## src/rtl/mips_exec_ctrl_unit.sv

```systemverilog
// mips_exec_ctrl_unit: single-cycle MIPS decode + ALU stage with a registered
// output boundary (latency 1, accepts a new instruction every cycle).
//
// Ports
//   clk        - rising-edge clock
//   rst        - asynchronous active-low reset
//   in_valid   - instr / rs_data / rt_data are valid this cycle
//   instr      - instruction word (opcode [31:26], funct [5:0], imm [15:0])
//   rs_data    - ALU operand A
//   rt_data    - ALU operand B when alu_src = 0
//   out_valid  - registered copy of in_valid
//   result     - registered ALU result
//   zero       - registered result == 0 flag
//   alu_ctrl   - registered ALU operation code
//   reg_dst .. jump, alu_op - registered main-control outputs
module mips_exec_ctrl_unit #(
  parameter int unsigned DATA_W = 32
) (
  input  logic              clk,
  input  logic              rst,
  input  logic              in_valid,
  input  logic [31:0]       instr,
  input  logic [DATA_W-1:0] rs_data,
  input  logic [DATA_W-1:0] rt_data,
  output logic              out_valid,
  output logic [DATA_W-1:0] result,
  output logic              zero,
  output logic [3:0]        alu_ctrl,
  output logic              reg_dst,
  output logic              alu_src,
  output logic              mem_to_reg,
  output logic              reg_write,
  output logic              mem_read,
  output logic              mem_write,
  output logic              branch,
  output logic              jump,
  output logic [1:0]        alu_op
);

  localparam int unsigned IMM_W = 16;

  localparam logic [5:0] OP_RTYPE = 6'b000000;
  localparam logic [5:0] OP_LW    = 6'b100011;
  localparam logic [5:0] OP_SW    = 6'b101011;
  localparam logic [5:0] OP_BEQ   = 6'b000100;
  localparam logic [5:0] OP_ADDI  = 6'b001000;
  localparam logic [5:0] OP_J     = 6'b000010;

  localparam logic [5:0] FN_ADD = 6'b100000;
  localparam logic [5:0] FN_SUB = 6'b100010;
  localparam logic [5:0] FN_AND = 6'b100100;
  localparam logic [5:0] FN_OR  = 6'b100101;
  localparam logic [5:0] FN_SLT = 6'b101010;
  localparam logic [5:0] FN_NOR = 6'b100111;

  localparam logic [3:0] ALU_AND = 4'b0000;
  localparam logic [3:0] ALU_OR  = 4'b0001;
  localparam logic [3:0] ALU_ADD = 4'b0010;
  localparam logic [3:0] ALU_SUB = 4'b0110;
  localparam logic [3:0] ALU_SLT = 4'b0111;
  localparam logic [3:0] ALU_NOR = 4'b1100;

  typedef struct packed {
    logic       reg_dst;
    logic       alu_src;
    logic       mem_to_reg;
    logic       reg_write;
    logic       mem_read;
    logic       mem_write;
    logic       branch;
    logic       jump;
    logic [1:0] alu_op;
  } ctrl_t;

  logic [5:0]        opcode_c;
  logic [5:0]        funct_c;
  ctrl_t             ctrl_c;
  logic [3:0]        alu_ctrl_c;
  logic [DATA_W-1:0] op_b_c;
  logic [DATA_W-1:0] alu_res_c;
  logic              zero_c;

  // rs/rt/rd and shamt fields are consumed by the register file, not here
  logic unused_instr_c;
  assign unused_instr_c = ^instr[25:16];

  assign opcode_c = instr[31:26];
  assign funct_c  = instr[5:0];

  // Main decode by opcode; unknown opcodes leave every control low
  always_comb begin
    ctrl_c = '0;
    unique case (opcode_c)
      OP_RTYPE: begin
        ctrl_c.reg_dst   = 1'b1;
        ctrl_c.reg_write = 1'b1;
        ctrl_c.alu_op    = 2'b10;
      end
      OP_LW: begin
        ctrl_c.alu_src    = 1'b1;
        ctrl_c.mem_to_reg = 1'b1;
        ctrl_c.reg_write  = 1'b1;
        ctrl_c.mem_read   = 1'b1;
      end
      OP_SW: begin
        ctrl_c.alu_src   = 1'b1;
        ctrl_c.mem_write = 1'b1;
      end
      OP_BEQ: begin
        ctrl_c.branch = 1'b1;
        ctrl_c.alu_op = 2'b01;
      end
      OP_ADDI: begin
        ctrl_c.alu_src   = 1'b1;
        ctrl_c.reg_write = 1'b1;
      end
      OP_J: begin
        ctrl_c.jump = 1'b1;
      end
      default: ctrl_c = '0;
    endcase
  end

  // ALU-control decode; R-type selects by funct, unknown funct falls back to add
  always_comb begin
    alu_ctrl_c = ALU_ADD;
    case (ctrl_c.alu_op)
      2'b01: alu_ctrl_c = ALU_SUB;
      2'b10: begin
        case (funct_c)
          FN_ADD:  alu_ctrl_c = ALU_ADD;
          FN_SUB:  alu_ctrl_c = ALU_SUB;
          FN_AND:  alu_ctrl_c = ALU_AND;
          FN_OR:   alu_ctrl_c = ALU_OR;
          FN_SLT:  alu_ctrl_c = ALU_SLT;
          FN_NOR:  alu_ctrl_c = ALU_NOR;
          default: alu_ctrl_c = ALU_ADD;
        endcase
      end
      default: alu_ctrl_c = ALU_ADD;
    endcase
  end

  // Operand B: register or sign-extended immediate
  assign op_b_c = ctrl_c.alu_src ?
                  {{(DATA_W-IMM_W){instr[IMM_W-1]}}, instr[IMM_W-1:0]} : rt_data;

  // ALU; add/sub wrap naturally at DATA_W bits
  always_comb begin
    alu_res_c = '0;
    case (alu_ctrl_c)
      ALU_AND: alu_res_c = rs_data & op_b_c;
      ALU_OR:  alu_res_c = rs_data | op_b_c;
      ALU_ADD: alu_res_c = rs_data + op_b_c;
      ALU_SUB: alu_res_c = rs_data - op_b_c;
      ALU_SLT: alu_res_c = ($signed(rs_data) < $signed(op_b_c)) ? DATA_W'(1) : '0;
      ALU_NOR: alu_res_c = ~(rs_data | op_b_c);
      default: alu_res_c = '0;
    endcase
  end

  assign zero_c = (alu_res_c == '0);

  // Output register: valid always tracks in_valid, payload only loads on valid
  logic              valid_q,    valid_d;
  logic [DATA_W-1:0] result_q,   result_d;
  logic              zero_q,     zero_d;
  logic [3:0]        alu_ctrl_q, alu_ctrl_d;
  ctrl_t             ctrl_q,     ctrl_d;

  always_comb begin
    valid_d    = in_valid;
    result_d   = result_q;
    zero_d     = zero_q;
    alu_ctrl_d = alu_ctrl_q;
    ctrl_d     = ctrl_q;
    if (in_valid) begin
      result_d   = alu_res_c;
      zero_d     = zero_c;
      alu_ctrl_d = alu_ctrl_c;
      ctrl_d     = ctrl_c;
    end
  end

  always_ff @(posedge clk or negedge rst) begin
    if (!rst) begin
      valid_q    <= 1'b0;
      result_q   <= '0;
      zero_q     <= 1'b0;
      alu_ctrl_q <= 4'b0000;
      ctrl_q     <= '0;
    end else begin
      valid_q    <= valid_d;
      result_q   <= result_d;
      zero_q     <= zero_d;
      alu_ctrl_q <= alu_ctrl_d;
      ctrl_q     <= ctrl_d;
    end
  end

  assign out_valid  = valid_q;
  assign result     = result_q;
  assign zero       = zero_q;
  assign alu_ctrl   = alu_ctrl_q;
  assign reg_dst    = ctrl_q.reg_dst;
  assign alu_src    = ctrl_q.alu_src;
  assign mem_to_reg = ctrl_q.mem_to_reg;
  assign reg_write  = ctrl_q.reg_write;
  assign mem_read   = ctrl_q.mem_read;
  assign mem_write  = ctrl_q.mem_write;
  assign branch     = ctrl_q.branch;
  assign jump       = ctrl_q.jump;
  assign alu_op     = ctrl_q.alu_op;

endmodule

```

## config.mk

```make
export PLATFORM = sky130hd
export DESIGN_NAME = mips_exec_ctrl_unit
export DESIGN_NICKNAME = d
export VERILOG_FILES = /design/src/rtl/mips_exec_ctrl_unit.sv
export SDC_FILE = /design/constraint.sdc
export NUM_CORES = 1
export LEC_CHECK = 0
export ABC_AREA = 1
export BUFFER_PORTS_ARGS = -buffer_cell sky130_fd_sc_hd__clkbuf_2
export CELL_PAD_IN_SITES_DETAIL_PLACEMENT = 1
export CELL_PAD_IN_SITES_GLOBAL_PLACEMENT = 2
export CORE_ASPECT_RATIO = 1.1
export CORE_MARGIN = 3
export CORE_UTILIZATION = 32
export CTS_CLUSTER_DIAMETER = 60
export DETAILED_ROUTE_END_ITERATION = 10
export MAX_ROUTING_LAYER = met4
export PLACE_DENSITY_LB_ADDON = 0.1
export SLEW_MARGIN = 10
export SYNTH_ARGS = -nofsm -noshare
export SYNTH_HDL_FRONTEND = slang
export SYNTH_SLANG_ARGS = --single-unit
```

## constraint.sdc

```tcl
create_clock -name clk -period 1.3 [get_ports clk]
set_input_delay 0.195 -clock clk [delete_from_list [all_inputs] [get_ports clk]]
set_output_delay 0.195 -clock clk [all_outputs]
set_load 0.01 [all_outputs]
```

==> qor.yml, run 1 <==
status: "finished, violations left"
violations: "negative setup slack"
cp_max_fo: 5
ys_seq_elements: 46
relSlewSlack_pct: 50.21
fin_area_um2: 16730
drive_gt1_share_pct: 56.17
syn-num-nets: 1744
mappedNetlistArea_um2: 8527
slowest_delay_ns: 0.37
die_area_um2: 28640
postPlaceCellArea_um2: 12740
clk_latency_ns: 0.30
critPathArrivalTime_ns: 4.06
avgSynthCellArea_um2: 5.551
crit_family: "simple AND/OR/NAND/NOR gates"
grt_usage_pct: 36.60
hpwlAfterDp_um: 39360
gp_congestion: 0.9980
hold_ws_ns: 0.1802
hold_viol: 0
die_w_um: 161.6
cap_violations: 0
grt_pass1_wl_um: 78410
core.rowCount: 62
nFillCells: 3329
worst_slack_ns: -2.521
drtIter0Drc: 924
r2r-start: "mem_read"
grt_pass1_vias: 13914
worstHoldPathType: "input pin to flop"
ir_drop_v: 0.0005422
cp.depth: 31
root_buffer: "clkbuf_16"
rsz0062_at_grt: "true"
min_path_cells: 2
antenna_found_initial: 1
crit_type: "input pin to flop"
final_util_pct: 63.99
synth-main-ff-cell: "dfrtp_1"
rr_endpoint: "mem_read"
cts.sinks: 46
critical_path.most_common_cell: "nand2_1"
synth_edf_count: 0
yosysSeqAreaShare_pct: 13.50
dp_slack_ns: -2.816
endpoint_kind: "flop"
first_pass_iters: 5
via_count: 13996
tightest_slew_ns: 0.7451
cellPowerDensity_nw_per_um2: 737.9
finClkSkew_ns: 0
die_h_um: 177.2
port_buffers: 136
cts_inserted_buffers: 5
avgRoutedWirePerCell_um: 25.79
max_freq_ghz: 0.2617
required_ns: 1.53
via_per_inst: 5.614
final_nets: 2347
yosysUniqueCellTypes: 40
hp-start: "instr[27]"
overflow: 0
cts_tree: "done"
drt_wl_total_um: 64290
num_io_pins: 147
fin_crit_ns: 3.821
hold_end: "jump"
setup_viol: 37
cts.htree.levels: 2
startpoint_type: "input pin"
synth_cells: 1536
syn2layout_area_growth_pct: 96.20
yosys_warnings: 0
drcViolationCount: 0
total_leakage_power_nw: 8.730
min_period_over_period_pct: 294.0
worst_path_max_delay_cell: "fa_2"
cts_buffer_depth: 2
grt_max_degree: 47
drv_slew: 0
core_area_um2: 26140
finalSetupTns_ns: -66.02
rrSetupSlack_ns: 0.44
ant_nets: 0
worst-r2r-cell-count: 2
path_buf_inv: 6
clk_pin_slew_ns: 0.08
initial_core_util_pct: 32.62
async_flop_share_pct: 100.0
[cell type report]
| cell class | instances | area, µm² | share of cell area, % |
|---|---|---|---|
| well taps | 352 | 440.4 | 2.633 |
| repair buffers | 645 | 5121 | 30.61 |
| inverters | 257 | 969.7 | 5.796 |
| clock buffers | 6 | 128.9 | 0.7703 |
| clock inverters | 2 | 13.76 | 0.08227 |
| diodes | 1 | 2.502 | 0.01496 |
| multi-input cells | 1184 | 8902 | 53.21 |
| flip-flops and latches | 46 | 1151 | 6.881 |
[registers in the layout (all words and copies together) (netlist names)]
signal / cells
alu_ctrl: 4
alu_op: 1
alu_src: 1
branch: 1
jump: 1
mem_read: 1
mem_write: 1
out_valid: 1
reg_dst: 1
reg_write: 1
result: 32
zero: 1
[timing repair]
item,4_1_cts,5_1_grt
cloned,3,3
setup endpoints to repair,37,37
hold buffers,1,0
gates resized for setup,459,340
pin swaps,73,120
setup buffers,47,56
hold endpoints to repair,46,0
[per-stage QoR]
stage	power [mW]	instances
2_1_floorplan	4.436	1536
3_3_place_gp	7.714	2389
3_5_place_dp	7.855	2389
4_1_cts	10.46	2444
5_1_grt	12.80	2493
6_report	12.35	2493
[cells by family after synthesis]
| family | Yosys count | synth area share (%) |
|---|---|---|
| buf+inv | 306 | 14.17 |
| simple gates | 870 | 42.22 |
| xor+xnor | 19 | 1.952 |
| fa+ha+maj | 109 | 16.17 |
| compound gates | 186 | 11.99 |
| flops | 46 | 13.50 |
[cells in the mapped netlist, types with 2 or more instances]
master	instances	area share, %
nor3_1	16	0.94
nand3_1	143	8.4
nor2_4	2	0.26
o22ai_1	4	0.29
nand2_1	482	21
buf_6	2	0.26
o21a_1	4	0.35
xor2_1	15	1.5
o21ai_0	86	5.0
nand3_2	3	0.35
a31oi_1	2	0.15
fa_1	2	0.47
and2_1	2	0.15
and3_1	2	0.15
ha_1	107	16
o21ai_1	11	0.65
inv_2	9	0.40
a22oi_1	2	0.18
clkbuf_1	16	0.70
a21oi_1	58	3.4
nand2_2	6	0.44
clkbuf_2	3	0.18
nand4_1	19	1.4
nor2_2	4	0.29
nand3b_1	2	0.18
nor4_1	2	0.15
buf_4	3	0.26
dfrtp_1	46	13
buf_2	24	1.4
nor2_1	185	8.1
inv_1	248	11
xnor2_1	4	0.41
o21bai_1	15	1.3
[metal layers]
metal | track usage [%] | up-vias | wire length, µm | share of wire, %
met4 | 17.10 | 0 | 5756 | 9.0
met2 | 64.66 | 839 | 30510 | 47
met3 | 3.674 | 403 | 5032 | 7.8
li1 | - | 6001 | - | -
met5 | - | - | 0 | 0
met1 | 41.74 | 6753 | 22990 | 36
[how the worst max path moves through the flow]
stage          startpoint  slack (ns)  endpoint
6_report        instr[27]       -2.52      zero
2_1_floorplan   instr[31]       -1.73      zero
3_5_place_dp    instr[27]       -2.82      zero
4_1_cts         instr[31]       -2.03      zero
5_1_grt         instr[29]       -2.65      zero
3_3_place_gp    instr[27]       -2.68      zero
[cells in the final DEF (no fill, tap or decap), drive strengths merged, types with 4 or more instances in the layout]
| cell type | count |
|---|---|
| o21a | 4 |
| nor3 | 16 |
| nand3 | 146 |
| o22ai | 4 |
| xor2 | 15 |
| o21ai | 97 |
| nor2 | 191 |
| a21oi | 59 |
| o21bai | 15 |
| nand2 | 488 |
| dfrtp | 46 |
| ha | 107 |
| nand4 | 19 |
| clkbuf | 144 |
| buf | 506 |
| xnor2 | 4 |
| inv | 257 |
[power breakdown]
group	total, mW	internal, mW	leakage (nW)	switching (mW)
logic	9.17	3.98	8.09	5.19
registers	1.80	1.64	0.571	0.161
clock network	1.37	0.718	0.0708	0.656
Note: power is estimated with default switching activity, not from simulation.
==> run 2, diff against run 1 <==
Settings changed: CORE_UTILIZATION 32 to 29.
Clock period 1.3 ns to 4.1 ns, I/O delays scaled along.
==> qor.yml, run 2 (synthesis gave the netlist of run 1 again) <==
rrSetupSlack_ns: 3.38  # was 0.44 ns
hpwlAfterDp_um: 35720  # was 39360 µm
startpoint_type: "input pin"  # unchanged
cts.sinks: 46  # unchanged
total_leakage_power_nw: 7.284  # was 8.730 nW
worst-r2r-cell-count: 2  # unchanged
grt_pass1_vias: 11049  # was 13914
dp_cells: 2292  # was 2389
hold_ws_ns: 0.4004  # was 0.1802 ns
die_area_um2: 31500  # was 28640 µm²
startpoint: "instr[26]"  # was instr[27]
drt_wl_total_um: 44010  # was 64290 µm
overflow: 0  # unchanged
setup_viol: 0  # was 37
cap_violations: 0  # unchanged
cts.htree.levels: 2  # unchanged
finClkSkew_ns: 0  # unchanged
core_area_um2: 28790  # was 26140 µm²
die_w_um: 169.5  # was 161.6 µm
rr_endpoint: "result[6]"  # was mem_read
relSlewSlack_pct: 57.29  # was 50.21%
critPathArrivalTime_ns: 4.13  # was 4.06 ns
largest_register_ffs: 32  # unchanged
final_nets: 2181  # was 2347
port_buffers: 136  # unchanged
required_ns: 4.33  # was 1.53 ns
antenna_found_initial: 0  # was 1
worst_path_max_delay_cell: "or2_4"  # was fa_2
cts_buffer_depth: 2  # unchanged
num_io_pins: 147  # unchanged
drtIter0Drc: 570  # was 924
hold_viol: 0  # unchanged
initial_core_util_pct: 29.62  # was 32.62%
grt_pass1_wl_um: 61700  # was 78410 µm
ir_drop_v: 0.0001323  # was 0.0005422 V
grt_max_degree: 47  # unchanged
cts_tree: "done"  # unchanged
max_freq_ghz: 0.2564
worstHoldPathType: "input pin to asynchronous set/reset pin"  # was input pin to flop
fin_area_um2: 13620  # was 16730 µm²
via_per_inst: 4.830  # was 5.614
clk_pin_slew_ns: 0.06  # was 0.08 ns
via_count: 11313  # was 13996
gp_congestion: 0.9225  # was 0.9980
die_h_um: 185.8  # was 177.2 µm
drcViolationCount: 0  # unchanged
ant_nets: 0  # unchanged
crit_type: "input pin to flop"  # unchanged
mostFrequentLayoutCell: "nand2_1"  # was buf_4
drive_gt1_share_pct: 39.77  # was 56.17%
tightest_slew_ns: 0.6397  # was 0.7451 ns
n_antenna_cell: 0  # was 1
final_cell_mix: "nand2_1 (432), buf_4 (325), inv_1 (232)"  # was buf_4 (414), nand2_1 (337), inv_1 (197)
clk_latency_ns: 0.29  # was 0.30 ns
fin_crit_ns: 3.901
r2r-start: "result[6]"  # was mem_read
status: "complete, no violations"  # was finished, violations left
min_period_over_period_pct: 95.14
slowest_delay_ns: 0.24  # was 0.37 ns
drv_slew: 0  # unchanged
avgRoutedWirePerCell_um: 18.79  # was 25.79 µm
root_buffer: "clkbuf_16"  # unchanged
core.rowCount: 65  # was 62
postPlaceCellArea_um2: 11770  # was 12740 µm²
grt_usage_pct: 26.13  # was 36.60%
instances_no_fill: 2342  # was 2493
final_util_pct: 47.32  # was 63.99%
postCtsHoldBufs: 0  # was 1
worstSetupEndpoint: "zero"  # unchanged
syn2layout_area_growth_pct: 59.77  # was 96.20%
cp_max_fo: 6  # was 5
first_pass_iters: 4  # was 5
cts_inserted_buffers: 5  # unchanged
cellPowerDensity_nw_per_um2: 228.7  # was 737.9 nW/µm²
endpoint_kind: "flop"  # unchanged
run 2: cell types whose count changed in the layout (fill, tap and decap cells not counted), moves of 20 or more:
cell     delta
buf_4      -89
buf_6      -68
inv_1      +35
inv_2      -35
nand2_1    +95
nand2_2    -57
nand2_4    -35
nand3_1    +48
nand3_2    -32
nor2_1     +24
nor2_4     -28
o21ai_0    +20
run 2: what timing repair did:
item,4_1_cts,5_1_grt
pin swaps,0,77
endpoints found under the setup margin,1,19
buffers inserted,0,37
gates cloned,0,5
endpoints found under the hold margin,0,0
resized for setup,17,347
run 2: area by class of cell:
| type | instances | area [µm²] |
|---|---|---|
| flip-flops and latches | 46 | 1151 |
| inverters | 257 | 969.7 |
| fillers | 3891 | 15170 |
| clock inverters | 2 | 12.51 |
| multi-input cells | 1184 | 7425 |
| well taps | 368 | 460.4 |
| repair buffers | 479 | 3466 |
| clock buffers | 6 | 138.9 |
run 2: routing by layer:
layer | vias up | track usage [%] | share of wire [%]
met3 | 49 | 1.402 | 3.2
met5 | - | - | 0
met2 | 194 | 43.10 | 48
li1 | 5649 | - | -
met4 | 0 | 5.137 | 1.5
met1 | 5421 | 35.82 | 48
run 2: power breakdown:
part           internal [mW]  switching [mW]  leakage (nW)  total (mW)
Combinational          0.945            1.20          6.64        2.14
Clock                  0.241           0.172        0.0729       0.413
Sequential             0.521          0.0394         0.571       0.560
Total                   1.71            1.41          7.28        3.12
run 2: stage by stage:
| step | setup TNS, ns | total power [mW] | setup slack [ns] |
|---|---|---|---|
| after detailed placement | -3.349 | 2.361 | -0.4189 |
| final | 0 | 3.116 | 0.1991 |
| after floorplan | 0 | 1.390 | 0.2389 |
| after CTS | 0 | 2.796 | 0.01431 |
| after global routing | -0.09409 | 3.351 | -0.07988 |
| after global placement | -2.159 | 2.331 | -0.3506 |
run 2: worst min-delay path by stage:
stage / startpoint / end / cells past startpoint
2_1_floorplan: rst / alu_ctrl[0] / 0
3_3_place_gp: result[21] / result[21] / 2
3_5_place_dp: reg_dst / reg_dst / 2
4_1_cts: rst / result[11] / 2
5_1_grt: rst / result[11] / 2
6_report: rst / result[11] / 2
run 2: critical path, delay by kind of cell:
kind / cells / cell delay (ns)
AOI/OAI and AO/OA: 4 / 0.56
buffers and inverters: 8 / 0.97
adders and majority gates: 1 / 0.20
and+or+nand+nor: 15 / 1.76
==> run 3, diff against run 2 <==
Settings changed: ABC_AREA 1 to default, CORE_UTILIZATION 29 to 32.
==> qor.yml, run 3 <==
grt_max_degree: 77  # was 47
yosysUniqueCellTypes: 83  # was 40
power_mw: 3.020  # was 3.116 mW
tightest_slew_ns: 0.9292  # was 0.6397 ns
syn2layout_area_growth_pct: 73.83  # was 59.77%
cts.sinks: 46  # unchanged
mostFrequentLayoutCell: "buf_4"  # was nand2_1
status: "finished, violations left"  # was complete, no violations
cts.htree.levels: 2  # unchanged
drt_wl_total_um: 39630  # was 44010 µm
postPlaceCellArea_um2: 11520  # was 11770 µm²
avgSynthCellArea_um2: 7.227  # was 5.551 µm²
setup_viol: 12  # was 0
synth_area_leaders: "ha_1 (17%), dfrtp_1 (15%), a21oi_1 (7.2%)"  # was nand2_1 (21%), ha_1 (16%), dfrtp_1 (13%)
n_antenna_cell: 0  # unchanged
hold_viol: 0  # unchanged
antenna_found_initial: 0  # unchanged
core.rowCount: 58  # was 65
finalSetupTns_ns: -3.172  # was 0 ns
clkPwrFrac_pct: 14.3  # was 13.3%
drtIter0Drc: 487  # was 570
clk_latency_ns: 0.29  # about the same
gp_congestion: 0.9252  # was 0.9225
relSlewSlack_pct: 37.72  # was 57.29%
clk_pin_slew_ns: 0.07  # was 0.06 ns
regArea_um2: 1151  # unchanged
crit_type: "input pin to flop"  # unchanged
fin_area_um2: 13300  # was 13620 µm²
die_area_um2: 25810  # was 31500 µm²
hpwlAfterDp_um: 30370  # was 35720 µm
cts_inserted_buffers: 5  # unchanged
avgRoutedWirePerCell_um: 21.21  # was 18.79 µm
cts_tree: "done"  # unchanged
total_leakage_power_nw: 6.475  # was 7.284 nW
dp_cells: 1808  # was 2292
cap_violations: 0  # unchanged
finClkSkew_ns: 0  # unchanged
worstHoldPathType: "input pin to asynchronous set/reset pin"  # unchanged
yosysSeqAreaShare_pct: 15.04  # was 13.50%
die_w_um: 153.5  # was 169.5 µm
ir_drop_v: 0.0001718  # was 0.0001323 V
worst_slack_ns: -0.8411  # was 0.1991 ns
drv_slew: 0  # unchanged
synth_top_area_cell: "ha_1"  # was nand2_1
async_flop_share_pct: 100.0  # unchanged
p_seq_share_pct: 18.7  # was 18.0%
dp_slack_ns: -1.459  # was -0.4189 ns
via_per_inst: 5.451  # was 4.830
die_h_um: 168.2  # was 185.8 µm
yosysMostFrequentCell: "nor2_1"  # was nand2_1
multiInputGateArea_um2: 7104  # was 7425 µm²
required_ns: 4.30  # was 4.33 ns
nFillCells: 2889  # was 3891
root_buffer: "clkbuf_16"  # unchanged
internal_power_mw: 1.745  # was 1.707 mW
ant_nets: 0  # unchanged
via_count: 10183  # was 11313
yosys_warnings: 0  # unchanged
final_nets: 1775  # was 2181
mappedNetlistArea_um2: 7654  # was 8527 µm²
max_freq_ghz: 0.2024  # was 0.2564 GHz
power_switching_mw: 1.275  # was 1.409 mW
initial_core_util_pct: 32.96  # was 29.62%
swShare_pct: 42.22  # was 45.21%
synth-main-ff-cell: "dfrtp_1"  # unchanged
violations: "negative setup slack"
critPathArrivalTime_ns: 5.14  # was 4.13 ns
synth_commonest_cells: "nor2_1 (132), a21oi_1 (110), ha_1 (107), inv_1 (102), nand2_1 (93)"  # was nand2_1 (482), inv_1 (248), nor2_1 (185), nand3_1 (143), ha_1 (107)
fin_crit_ns: 4.941  # was 3.901 ns
drcViolationCount: 0  # unchanged
min_period_over_period_pct: 120.5  # was 95.14%
final_util_pct: 57.29  # was 47.32%
grt_usage_pct: 28.39  # was 26.13%
drive_gt1_share_pct: 51.91  # was 39.77%
rsz0062_at_grt: "true"
first_pass_iters: 5  # was 4
final_cell_mix: "buf_4 (398), clkbuf_2 (134), nor2_1 (119)"  # was nand2_1 (432), buf_4 (325), inv_1 (232)
synth_cells: 1059  # was 1536
cellPowerDensity_nw_per_um2: 227.0  # was 228.7 nW/µm²
cp_max_fo: 6  # unchanged
grt_pass1_wl_um: 57800  # was 61700 µm
combPwrFrac_pct: 67.0  # was 68.8%
hold_ws_ns: 0.4050  # was 0.4004 ns
synth_top_area_share_pct: 17.49  # was 21.22%
postCtsHoldBufs: 0  # unchanged
startpoint_type: "input pin"  # unchanged
num_io_pins: 147  # unchanged
synth_edf_count: 0  # unchanged
ys_seq_elements: 46  # unchanged
port_buffers: 136  # unchanged
grt_pass1_vias: 10587  # was 11049
core_area_um2: 23220  # was 28790 µm²
endpoint_kind: "flop"  # unchanged
overflow: 0  # unchanged
largest_register_ffs: 32  # unchanged
instances_no_fill: 1868  # was 2342
cts_buffer_depth: 2  # unchanged
syn-num-nets: 1267  # was 1744
-- run 3: cell types whose count changed after synthesis, moves of 18 or more --
cell,before,now
nand2_1,482,93
a21oi_1,58,110
a21o_1,0,26
inv_1,248,102
clkbuf_1,16,34
nor2_1,185,132
nand3_1,143,20
a221o_1,0,22
a221oi_1,0,25
o21ai_0,86,44
-- run 3: layout make-up --
cell class              count  share of cell area (%)
repair buffers            565                   31.07
multi-input cells         847                   53.40
clock buffers               5                  0.9405
clock inverters             3                  0.2163
well taps                 300                   2.821
flip-flops and latches     46                   8.652
inverters                 102                   2.897
-- run 3: cells by family (layout without fill, tap and decap cells) --
group | Yosys count | count (layout) | share of synthesized area, %
xor gates and xnor gates | 4 | 4 | 0.4577
and+or+nand+nor | 347 | 347 | 21.11
muxes | 15 | 15 | 2.191
DFF | 46 | 46 | 15.04
adders and majority gates | 109 | 109 | 18.02
buffers and inverters | 166 | 675 | 8.763
AOI/OAI and AO/OA | 372 | 372 | 34.43
-- run 3: what timing repair did --
item	CTS	global route
gates cloned	0	1
endpoints found under the setup margin	18	19
pin swaps	13	79
gates resized for setup	72	211
hold endpoints to repair	0	0
setup buffers	7	46
-- run 3: power by group through the flow --
stage / Combinational, mW / Sequential, mW / Clock, mW
after floorplan: 0.731 / 0.591 / 0
after global placement: 1.63 / 0.570 / 0
after detailed placement: 1.66 / 0.573 / 0
after CTS: 1.75 / 0.564 / 0.441
after global routing: 2.17 / 0.571 / 0.459
final: 2.02 / 0.565 / 0.433
-- run 3: final timing paths --
kind | startpoint | to | slack, ns | cells after the start
setup / recovery | instr[26] | zero | -0.84 | 23
hold / removal | rst | jump | 0.41 | 2
setup reg to reg | alu_ctrl[0] | alu_ctrl[0] | 3.29 | 1
hold reg to reg | reg_dst | reg_dst | 0.51 | 1
max in group asynchronous | rst | result[3] | 3.29 | 2
min in group clk | reg_dst | reg_dst | 0.51 | 1
-- run 3: layer usage --
| layer | routed length, µm | part of all wire (%) | vias up | GRT usage (%) |
|---|---|---|---|---|
| li1 | - | - | 4847 | - |
| met1 | 16710 | 42 | 5048 | 34.96 |
| met3 | 1235 | 3.1 | 59 | 1.877 |
| met4 | 939 | 2.4 | 0 | 5.492 |
| met5 | 0 | 0 | - | - |
| met2 | 20750 | 52 | 229 | 51.57 |
-- run 3: critical path, stage by stage --
cell       delay (ns)
buf_8            0.10
nor4_4           0.30
nand2_2          0.14
a21oi_4          0.22
buf_12           0.15
and2_4           0.21
buf_6            0.14
a21o_1           0.10
inv_1            0.08
buf_4            0.13
ha_1             0.20
inv_1            0.08
o21a_1           0.20
o2111ai_2        0.19
buf_4            0.18
o21ai_0          0.32
or3_1            0.17
o211ai_1         0.12
a21oi_2          0.20
nand4_1          0.09
or4_1            0.48
or4_4            0.53
o41ai_2          0.19
